<file path="src/rtl/popcnt_pkg.sv">
// Shared sizing helpers and the bipolar conversion used by the XNOR-popcount
// accumulator and its popcount trees.
package popcnt_pkg;

    localparam int CHUNK_W_DEFAULT = 20;

    function automatic int pop_width(input int vec_w);
        return $clog2(vec_w + 1);
    endfunction

    function automatic int acc_width(input int vec_w, input int max_beats);
        return $clog2(vec_w * max_beats + 1);
    endfunction

    // Map a {+1,-1} match count onto the signed dot product: 2*sum - nbits.
    function automatic int bipolar(input int sum, input int nbits);
        return 2 * sum - nbits;
    endfunction

endpackage

</file>
<file path="src/rtl/xnor_popcount_tree.sv">
// Combinational masked-XNOR popcount: per-chunk two-level counts feeding a
// balanced pairwise adder tree.
module xnor_popcount_tree
    import popcnt_pkg::*;
#(
    parameter int VEC_W = 128,
    parameter int CHUNK_W = CHUNK_W_DEFAULT,
    localparam int POP_W = pop_width(VEC_W)
) (
    input  logic [VEC_W-1:0] x,
    input  logic [VEC_W-1:0] y,
    input  logic [VEC_W-1:0] mask,
    output logic [POP_W-1:0] count
);

    localparam int N_CHUNK = (VEC_W + CHUNK_W - 1) / CHUNK_W;
    localparam int N_LEAF  = 1 << $clog2(N_CHUNK);

    logic [VEC_W-1:0] match;
    logic [POP_W-1:0] part [N_LEAF];

    assign match = ~(x ^ y) & mask;

    genvar c;
    for (c = 0; c < N_LEAF; c++) begin : g_leaf
        if (c < N_CHUNK) begin : g_chunk
            localparam int LO   = c * CHUNK_W;
            localparam int LEN  = (VEC_W - LO < CHUNK_W) ? VEC_W - LO : CHUNK_W;
            localparam int HALF = LEN / 2;
            logic [POP_W-1:0] lo_cnt;
            logic [POP_W-1:0] hi_cnt;
            always_comb begin
                lo_cnt = '0;
                hi_cnt = '0;
                for (int i = 0; i < HALF; i++)
                    lo_cnt = lo_cnt + POP_W'(match[LO+i]);
                for (int i = HALF; i < LEN; i++)
                    hi_cnt = hi_cnt + POP_W'(match[LO+i]);
            end
            assign part[c] = lo_cnt + hi_cnt;
        end else begin : g_pad
            assign part[c] = '0;
        end
    end

    // In-place pairwise reduction: slot i only reads slots 2i and 2i+1, which
    // have not yet been overwritten at that width.
    always_comb begin
        logic [POP_W-1:0] lvl [N_LEAF];
        for (int i = 0; i < N_LEAF; i++)
            lvl[i] = part[i];
        for (int w = N_LEAF / 2; w >= 1; w = w / 2)
            for (int i = 0; i < w; i++)
                lvl[i] = lvl[2*i] + lvl[2*i+1];
        count = lvl[0];
    end

endmodule

</file>
<file path="src/rtl/xnor_popcount_acc.sv">
// Streaming XNOR-popcount accumulator: one popcount register stage, one
// accumulate stage, and a held output register with valid/ready.
module xnor_popcount_acc
    import popcnt_pkg::*;
#(
    parameter int VEC_W = 128,
    parameter int CHUNK_W = CHUNK_W_DEFAULT,
    parameter int MAX_BEATS = 16,
    localparam int POP_W = pop_width(VEC_W),
    localparam int ACC_W = acc_width(VEC_W, MAX_BEATS)
) (
    input  logic             clk,
    input  logic             rst_n,
    input  logic             in_valid,
    output logic             in_ready,
    input  logic [VEC_W-1:0] in_x,
    input  logic [VEC_W-1:0] in_y,
    input  logic [VEC_W-1:0] in_mask,
    input  logic             in_last,
    output logic             out_valid,
    input  logic             out_ready,
    output logic [ACC_W-1:0] out_sum,
    output logic [ACC_W-1:0] out_nbits,
    output logic [ACC_W:0]   out_dot,
    output logic             out_ovf
);

    localparam int CNT_W = $clog2(MAX_BEATS + 2);
    localparam logic [CNT_W-1:0] CNT_MAX = CNT_W'(MAX_BEATS);
    localparam logic [CNT_W-1:0] CNT_SAT = CNT_W'(MAX_BEATS + 1);

    logic [POP_W-1:0] pop_p0;
    logic [POP_W-1:0] nb_p0;

    logic             vld_p1;
    logic             last_p1;
    logic [POP_W-1:0] pop_p1;
    logic [POP_W-1:0] nb_p1;

    logic [ACC_W-1:0] acc_sum;
    logic [ACC_W-1:0] acc_nb;
    logic [CNT_W-1:0] beat_cnt;
    logic             ovf_pend;

    logic                    s2_take;
    logic                    s1_adv;
    logic [ACC_W:0]          sum_wide;
    logic [ACC_W:0]          nb_wide;
    logic [ACC_W-1:0]        sum_next;
    logic [ACC_W-1:0]        nb_next;
    logic                    ovf_next;
    logic signed [ACC_W:0]   dot_next;

    xnor_popcount_tree #(.VEC_W(VEC_W), .CHUNK_W(CHUNK_W)) u_match (
        .x     (in_x),
        .y     (in_y),
        .mask  (in_mask),
        .count (pop_p0)
    );

    xnor_popcount_tree #(.VEC_W(VEC_W), .CHUNK_W(CHUNK_W)) u_nbits (
        .x     (in_mask),
        .y     (in_mask),
        .mask  (in_mask),
        .count (nb_p0)
    );

    assign s2_take  = !last_p1 || !out_valid || out_ready;
    assign in_ready = !vld_p1 || s2_take;
    assign s1_adv   = vld_p1 && s2_take;

    // ---- stage 1: popcount register ----
    always_ff @(posedge clk or negedge rst_n) begin
        if (!rst_n) begin
            vld_p1  <= 1'b0;
            last_p1 <= 1'b0;
        end else if (in_ready) begin
            vld_p1 <= in_valid;
            if (in_valid)
                last_p1 <= in_last;
        end
    end

    always_ff @(posedge clk) begin
        if (in_ready && in_valid) begin
            pop_p1 <= pop_p0;
            nb_p1  <= nb_p0;
        end
    end

    // ---- stage 2: accumulate ----
    // Once a product runs past MAX_BEATS both sums are pegged at all-ones.
    always_comb begin
        sum_wide = {1'b0, acc_sum} + (ACC_W+1)'(pop_p1);
        nb_wide  = {1'b0, acc_nb} + (ACC_W+1)'(nb_p1);
        ovf_next = ovf_pend || (beat_cnt >= CNT_MAX);
        sum_next = (ovf_next || sum_wide[ACC_W]) ? '1 : sum_wide[ACC_W-1:0];
        nb_next  = (ovf_next || nb_wide[ACC_W]) ? '1 : nb_wide[ACC_W-1:0];
        dot_next = (ACC_W+1)'(bipolar(int'(sum_next), int'(nb_next)));
    end

    always_ff @(posedge clk or negedge rst_n) begin
        if (!rst_n) begin
            acc_sum  <= '0;
            acc_nb   <= '0;
            beat_cnt <= '0;
            ovf_pend <= 1'b0;
        end else if (s1_adv) begin
            if (last_p1) begin
                acc_sum  <= '0;
                acc_nb   <= '0;
                beat_cnt <= '0;
                ovf_pend <= 1'b0;
            end else begin
                acc_sum  <= sum_next;
                acc_nb   <= nb_next;
                beat_cnt <= (beat_cnt == CNT_SAT) ? beat_cnt : beat_cnt + CNT_W'(1);
                ovf_pend <= ovf_next;
            end
        end
    end

    // ---- output register ----
    always_ff @(posedge clk or negedge rst_n) begin
        if (!rst_n) begin
            out_valid <= 1'b0;
            out_sum   <= '0;
            out_nbits <= '0;
            out_dot   <= '0;
            out_ovf   <= 1'b0;
        end else if (s1_adv && last_p1) begin
            out_valid <= 1'b1;
            out_sum   <= sum_next;
            out_nbits <= nb_next;
            out_dot   <= dot_next;
            out_ovf   <= ovf_next;
        end else if (out_ready) begin
            out_valid <= 1'b0;
        end
    end

endmodule

</file>
<file path="config.mk">
export PLATFORM = sky130hd
export DESIGN_NAME = xnor_popcount_acc
export DESIGN_NICKNAME = d
export VERILOG_FILES = /design/src/rtl/popcnt_pkg.sv /design/src/rtl/xnor_popcount_tree.sv /design/src/rtl/xnor_popcount_acc.sv
export SDC_FILE = /design/constraint.sdc
export NUM_CORES = 1
export LEC_CHECK = 0
export ABC_AREA = 1
export BUFFER_PORTS_ARGS = -buffer_cell sky130_fd_sc_hd__buf_4
export CAP_MARGIN = 20
export CORE_MARGIN = 5
export CORE_UTILIZATION = 55
export CTS_BUF_LIST = sky130_fd_sc_hd__clkbuf_2 sky130_fd_sc_hd__clkbuf_4 sky130_fd_sc_hd__clkbuf_8
export DETAILED_ROUTE_END_ITERATION = 12
export GPL_TIMING_DRIVEN = 0
export PLACE_DENSITY = 0.86
export REMOVE_ABC_BUFFERS = 1
export SLEW_MARGIN = 0
export SYNTH_ARGS = -nofsm -noshare
export SYNTH_HDL_FRONTEND = slang
export SYNTH_SLANG_ARGS = --single-unit
</file>
<file path="constraint.sdc">
create_clock -name clk -period 8 [get_ports clk]
set_input_delay 0.8 -clock clk [delete_from_list [all_inputs] [get_ports clk]]
set_output_delay 0.8 -clock clk [all_outputs]
set_load 0.05 [all_outputs]
</file>
-- Yosys cells after proc, flatten, opt, wreduce, memory -nomap -nowiden
Index checks and enable logic that the tools add are counted.
- register bits: 87
- input bits: 389
- output and inout port bits: 40
- logic and storage cells: 304
- add/subtract/negate cells: 258
- magnitude comparators: 1
- eq/ne operators: 2
- muxes and demuxes: 9
- bitwise logic cells: 6
- reductions and logical operators: 15
- operators by type and width (cell ; count):
    $add A8 B1 Y8 ; 200
    $and A128 B128 Y128 ; 2
    $not A128 Y128 ; 2
    $xor A128 B128 Y128 ; 2
    $add A8 B8 Y8 ; 26
    $add A1 B1 Y2 ; 28
    $mux W12 ; 4
    $add A12 B8 Y13 ; 2
    $sub A13 B12 Y13 ; 1
    $mux W5 ; 2
    $logic_or A1 B1 Y1 ; 6
    $add A5 B1 Y5 const B ; 1
    $eq A5 B5 Y1 const B ; 1
    $ge A5 B5 Y1 const B ; 1
    $reduce_and A2 Y1 ; 2
    $logic_and A1 B1 Y1 ; 3
    $logic_not A1 Y1 ; 3
    $mux W1 ; 3
    $ne A2 B2 Y1 const B ; 1
    $reduce_bool A2 Y1 ; 1

-- Longest topological paths before layout
- depth in word-level cells: 16
- mapped depth: 27
- depth with buffers taken out: 27

-- By module
From an unflattened synthesis, not the netlist that was laid out.
- cell total of the unflattened synthesis: 1873
- area, all modules: 15168.3 µm²
- by module, submodules not included (module ; instances ; cells each ; area each (µm²) ; sequential area each (µm²)):
    xnor_popcount_tree (u_nbits) ; 1 ; 651 ; 5207.5 ; 0.0
    xnor_popcount_tree (u_match) ; 1 ; 649 ; 5185.0 ; 0.0
    xnor_popcount_acc ; 1 ; 573 ; 4775.8 ; 2232.1

-- Worst setup path after synthesis
OpenSTA, ideal clock, no wires.
- kind: input-to-reg
- start point: input in_x[70]
- end point: register pop_p1[6], data pin
- library setup time: 265 ps
- arrival: 7242 ps
- required time: 7735 ps
- path slack: 493 ps
- stages: 24
- path buffers: 0
- cell sequence: inv_1 -> o21ai_0 -> a21oi_1 -> ha_1 -> fa_1 -> inv_1 -> fa_1 -> fa_1 -> fa_1 -> fa_1 -> inv_1 -> fa_1 -> fa_1 -> inv_1 -> fa_1 -> fa_1 -> inv_1 -> ha_1 -> inv_1 -> fa_1 -> o21ai_0 -> a21oi_1 -> o21ai_0 -> xor2_1
- word-level cells in the longest chain between the ends: 16
- RTL lines (item ; RTL line ; source):
    start: declaration ; xnor_popcount_acc.sv:16 ; input logic [VEC_W-1:0] in_x,
    $xor A128 B128 Y128 ; xnor_popcount_tree.sv:22 ; assign match = ~(x ^ y) & mask;
    $not A128 Y128 ; xnor_popcount_tree.sv:22 ;
    $and A128 B128 Y128 ; xnor_popcount_tree.sv:22 ;
    $add A1 B1 Y2 ; xnor_popcount_tree.sv:38 ; hi_cnt = hi_cnt + POP_W'(match[LO+i]);
    $add A8 B1 Y8 (8 in a row) ; xnor_popcount_tree.sv:38 ;
    $add A8 B8 Y8 ; xnor_popcount_tree.sv:40 ; assign part[c] = lo_cnt + hi_cnt;
    $add A8 B8 Y8 (3 in a row) ; xnor_popcount_tree.sv:54 ; lvl[i] = lvl[2*i] + lvl[2*i+1];
    net pop_p0[6] ; xnor_popcount_acc.sv:32 ; logic [POP_W-1:0] pop_p0;
    end signal: assignment ; xnor_popcount_acc.sv:86 ; pop_p1 <= pop_p0;
    end: declaration ; xnor_popcount_acc.sv:37 ; logic [POP_W-1:0] pop_p1;
The timed path passes the listed nets, and every way through them passes these cells.
A chain may end at the register's enable or synchronous reset.

-- Worst setup path after layout
- start point: input in_x[124]
- end point: register pop_p1[7], data pin
- word-level cells in the longest chain between the ends: 9
- RTL lines (item ; RTL line):
    $xor A128 B128 Y128 ; xnor_popcount_tree.sv:22
    $not A128 Y128 ; xnor_popcount_tree.sv:22
    $and A128 B128 Y128 ; xnor_popcount_tree.sv:22
    $add A1 B1 Y2 ; xnor_popcount_tree.sv:38
    $add A8 B1 Y8 (2 in a row) ; xnor_popcount_tree.sv:38
    $add A8 B8 Y8 ; xnor_popcount_tree.sv:40
    $add A8 B8 Y8 (2 in a row) ; xnor_popcount_tree.sv:54
    net pop_p0[7] ; xnor_popcount_acc.sv:32
The timed path passes the listed nets, and every way through them passes these cells.

==> impl_metrics.py <==
metrics = {
    "cells_and_area": {
        "drive_gt1_share_pct": 23.54,
        "syn2layout_area_growth_pct": 28.19,
        "nets": 2669,
        "postLayoutCellArea_sq_um": 16970,
        "fill_cells": 1792,
    },
    "detailed_routing": {
        "wl_per_cell_um": 17.84,
        "postRouteAntennaNets": 0,
        "via_per_inst": 4.993,
        "wl_mm": 40.56,
        "top_layer_used": "met5",
        "drt_iter0_drc": 615,
        "drcViolationCount": 0,
        "wl_met2_mm": 21.24,
        "wl_met3_mm": 3.090,
        "wl_met1_mm": 14.83,
        "first_pass_iters": 5,
        "via_count": 11353,
    },
    "timing": {
        "post-route-min-period_ns": 7.649,
        "max_freq_mhz": 130.7,
        "hold_violations": 0,
        "finalCritPeriodShare_pct": 95.61,
        "slew_viol_final": 0,
        "setup_viol_count_final": 0,
        "clock_skew_ns": 0.01227,
        "rsz0062_at_grt": "no",
        "tightest_slew_ns": 0.9614,
        "timing.slew.headroom_pct": 35.68,
    },
    "placement": {
        "dpl_cell_area_sq_um": 16790,
        "place.gp.congestion": 0.9610,
        "portBuffers": 428,
        "hpwl_mm": 37.21,
    },
    "floorplanning": {
        "die_h_um": 165.1,
        "row_count": 56,
        "fp.dieW_um": 165.1,
        "core_area_sq_um": 23610,
        "initial_core_util_pct": 56.06,
        "die_area_sq_um": 27270,
        "pin_count": 429,
    },
    "synthesis": {
        "synthCells": 1518,
        "synthTopCellsByArea": "fa_1, dfrtp_1, inv_1",
        "synthTopCellsByCount": "inv_1, nand2_1, fa_1",
        "synth_flop_cell": "dfrtp_1",
        "synth_top_area_share_pct": 35.54,
        "ys_seq_area_share_pct": 16.86,
        "ys_async_sr_fraction_pct": 81.40,
        "synth_edf_count": 16,
        "synth.avg_cell_area_sq_um": 8.720,
        "synth_cell_types": 37,
        "yosysTopAreaCell": "fa_1",
        "syn-cell-area_sq_um": 13240,
        "ys_seq_elements": 86,
        "yosysWarnings": 0,
        "synthMostInstantiatedCell": "inv_1",
    },
    "global_route": {
        "overflow": 0,
        "antenna_found_initial": 10,
        "grt.total_usage_pct": 30.47,
        "grt_pass1_vias": 12514,
        "grt_max_degree": 71,
        "grt_pass1_wl_mm": 63.53,
    },
    "clocking": {
        "clock_sinks": 86,
        "clkTransAtPathRegs_ns": 0.08,
        "root_buffer": "clkbuf_8",
        "htree_num_levels": 3,
        "ctsHoldBuffers": 0,
        "clockBufferDepth": 2,
        "worstSkewPairLatency_ns": 0.37,
        "cts_tree": "built",
        "cts_buffers": 9,
    },
    "hold_path": {
        "worstHoldPathType": "flop to flop",
        "hold_end": "out_sum[8]$_DFFE_PN0P_",
        "hold_path.startpoint": "out_sum[8]$_DFFE_PN0P_",
        "min_path_cells": 2,
    },
    "critical_path": {
        "path_delay_family": "adder cells",
        "startpoint_type": "input port",
        "path_buf_inv": 6,
        "critical_path_arrival_ns": 7.77,
        "slowest_stage": "fa_1",
        "r2r_slack_ns": 3.98,
        "endpoint_kind": "flop",
        "rr_endpoint": "out_dot[10]$_DFFE_PN0P_",
        "r2r_start": "nb_p1[0]$_DFFE_PP_",
        "required_ns": 8.12,
        "reg2regPathDepth": 22,
        "crit_path_frequent_cell": "fa_1",
        "slowest_delay_ns": 0.58,
        "path_class": "input port to flop",
        "crit_fanout": 2,
    },
    "run_status": {
        "status": "finished clean",
    },
    "run": {
        "cap_viol_max_count": 0,
    },
}
-- flip-flops by register name (all words and copies together) (netlist names) --
| register | cells |
|---|---|
| out_sum | 12 |
| last_p1 | 1 |
| out_valid | 1 |
| nb_p1 | 8 |
| beat_cnt | 5 |
| vld_p1 | 1 |
| acc_nb | 12 |
| acc_sum | 12 |
| out_nbits | 12 |
| out_dot | 12 |
| out_ovf | 1 |
| pop_p1 | 8 |
| ovf_pend | 1 |
-- stage by stage --
step	instances	hold WS (ns)	utilization (%)	setup slack [ns]	setup TNS (ns)
final	2274	0.4860	71.87	0.3510	0
after global routing	2272	0.5012	71.85	0.04601	0
after CTS	2269	0.4902	71.82	0.2445	0
after detailed placement	2254	0.4689	71.11	-0.1315	-0.1379
after global placement	2254	0.4652	71.11	-0.04315	-0.04315
after floorplan	1507	0.4528	-	0.4928	0
-- logic make-up (layout without fill, tap and decap cells) --
kind of cell | after synthesis | after routing | synth area share, %
other | 0 | 5 | 0
DFF | 86 | 86 | 16.86
adders and majority gates | 334 | 334 | 44.90
buffers and inverters | 425 | 857 | 12.19
and+or+nand+nor | 360 | 360 | 10.99
xor gates and xnor gates | 95 | 95 | 6.285
AOI/OAI and AO/OA | 218 | 218 | 8.771
-- metal layers --
metal / vias to the layer above / GRT usage, %
li1: 5440 / -
met5: - / 0
met4: 10 / 9.868
met1: 5455 / 35.89
met2: 366 / 54.79
met3: 82 / 7.297
-- final cells by class --
type / instances / area, sq um / share of cell area [%]
multi-input combinational: 1007 / 9392 / 55.34
timing repair buffer: 428 / 3213 / 18.93
sequential: 86 / 2232 / 13.15
inverter: 414 / 1554 / 9.157
tap: 319 / 399.1 / 2.352
clock buffer: 10 / 131.4 / 0.7742
clock inverter: 5 / 36.28 / 0.2138
antenna: 5 / 12.51 / 0.07373
-- worst max path at each step --
stage,cells past startpoint,to,start
2_1_floorplan,24,pop_p1[6]$_DFFE_PP_,in_x[70]
5_1_grt,25,pop_p1[7]$_DFFE_PP_,in_x[111]
4_1_cts,25,pop_p1[6]$_DFFE_PP_,in_x[70]
6_report,25,pop_p1[7]$_DFFE_PP_,in_x[124]
3_5_place_dp,25,pop_p1[6]$_DFFE_PP_,in_x[70]
3_3_place_gp,25,pop_p1[6]$_DFFE_PP_,in_x[70]
-- placed cells by master (no fill, tap or decap), types with 3 or more instances in the layout --
master	instances
buf_4	428
inv_1	410
nand2_1	236
fa_1	235
o21ai_0	108
ha_1	99
a21oi_1	79
dfrtp_1	70
xnor2_1	67
nor2_1	64
nand3_1	36
xor2_1	28
edfxtp_1	16
clkbuf_8	9
o21ai_1	7
nand4_1	6
diode_2	5
nor3_1	5
a21o_1	5
o22ai_1	5
or2_2	4
inv_2	4
nor2_2	3
-- worst register-to-register path, delay by kind of cell (launching register included) --
family	cells	cell delay, ns
fa+ha+maj	3	0.79
compound gates	5	1.23
flops	1	0.40
simple gates	11	1.15
buf+inv	3	0.35
-- timing repair --
action                                  CTS  global route
endpoints found under the setup margin    0             1
resized for setup                         0             1
endpoints found under the hold margin     0             0
setup buffers                             0             0
Power is left out: the tool's default activity adds up to more than one toggle a clock period on the data nets, which glitch-free logic cannot reach.
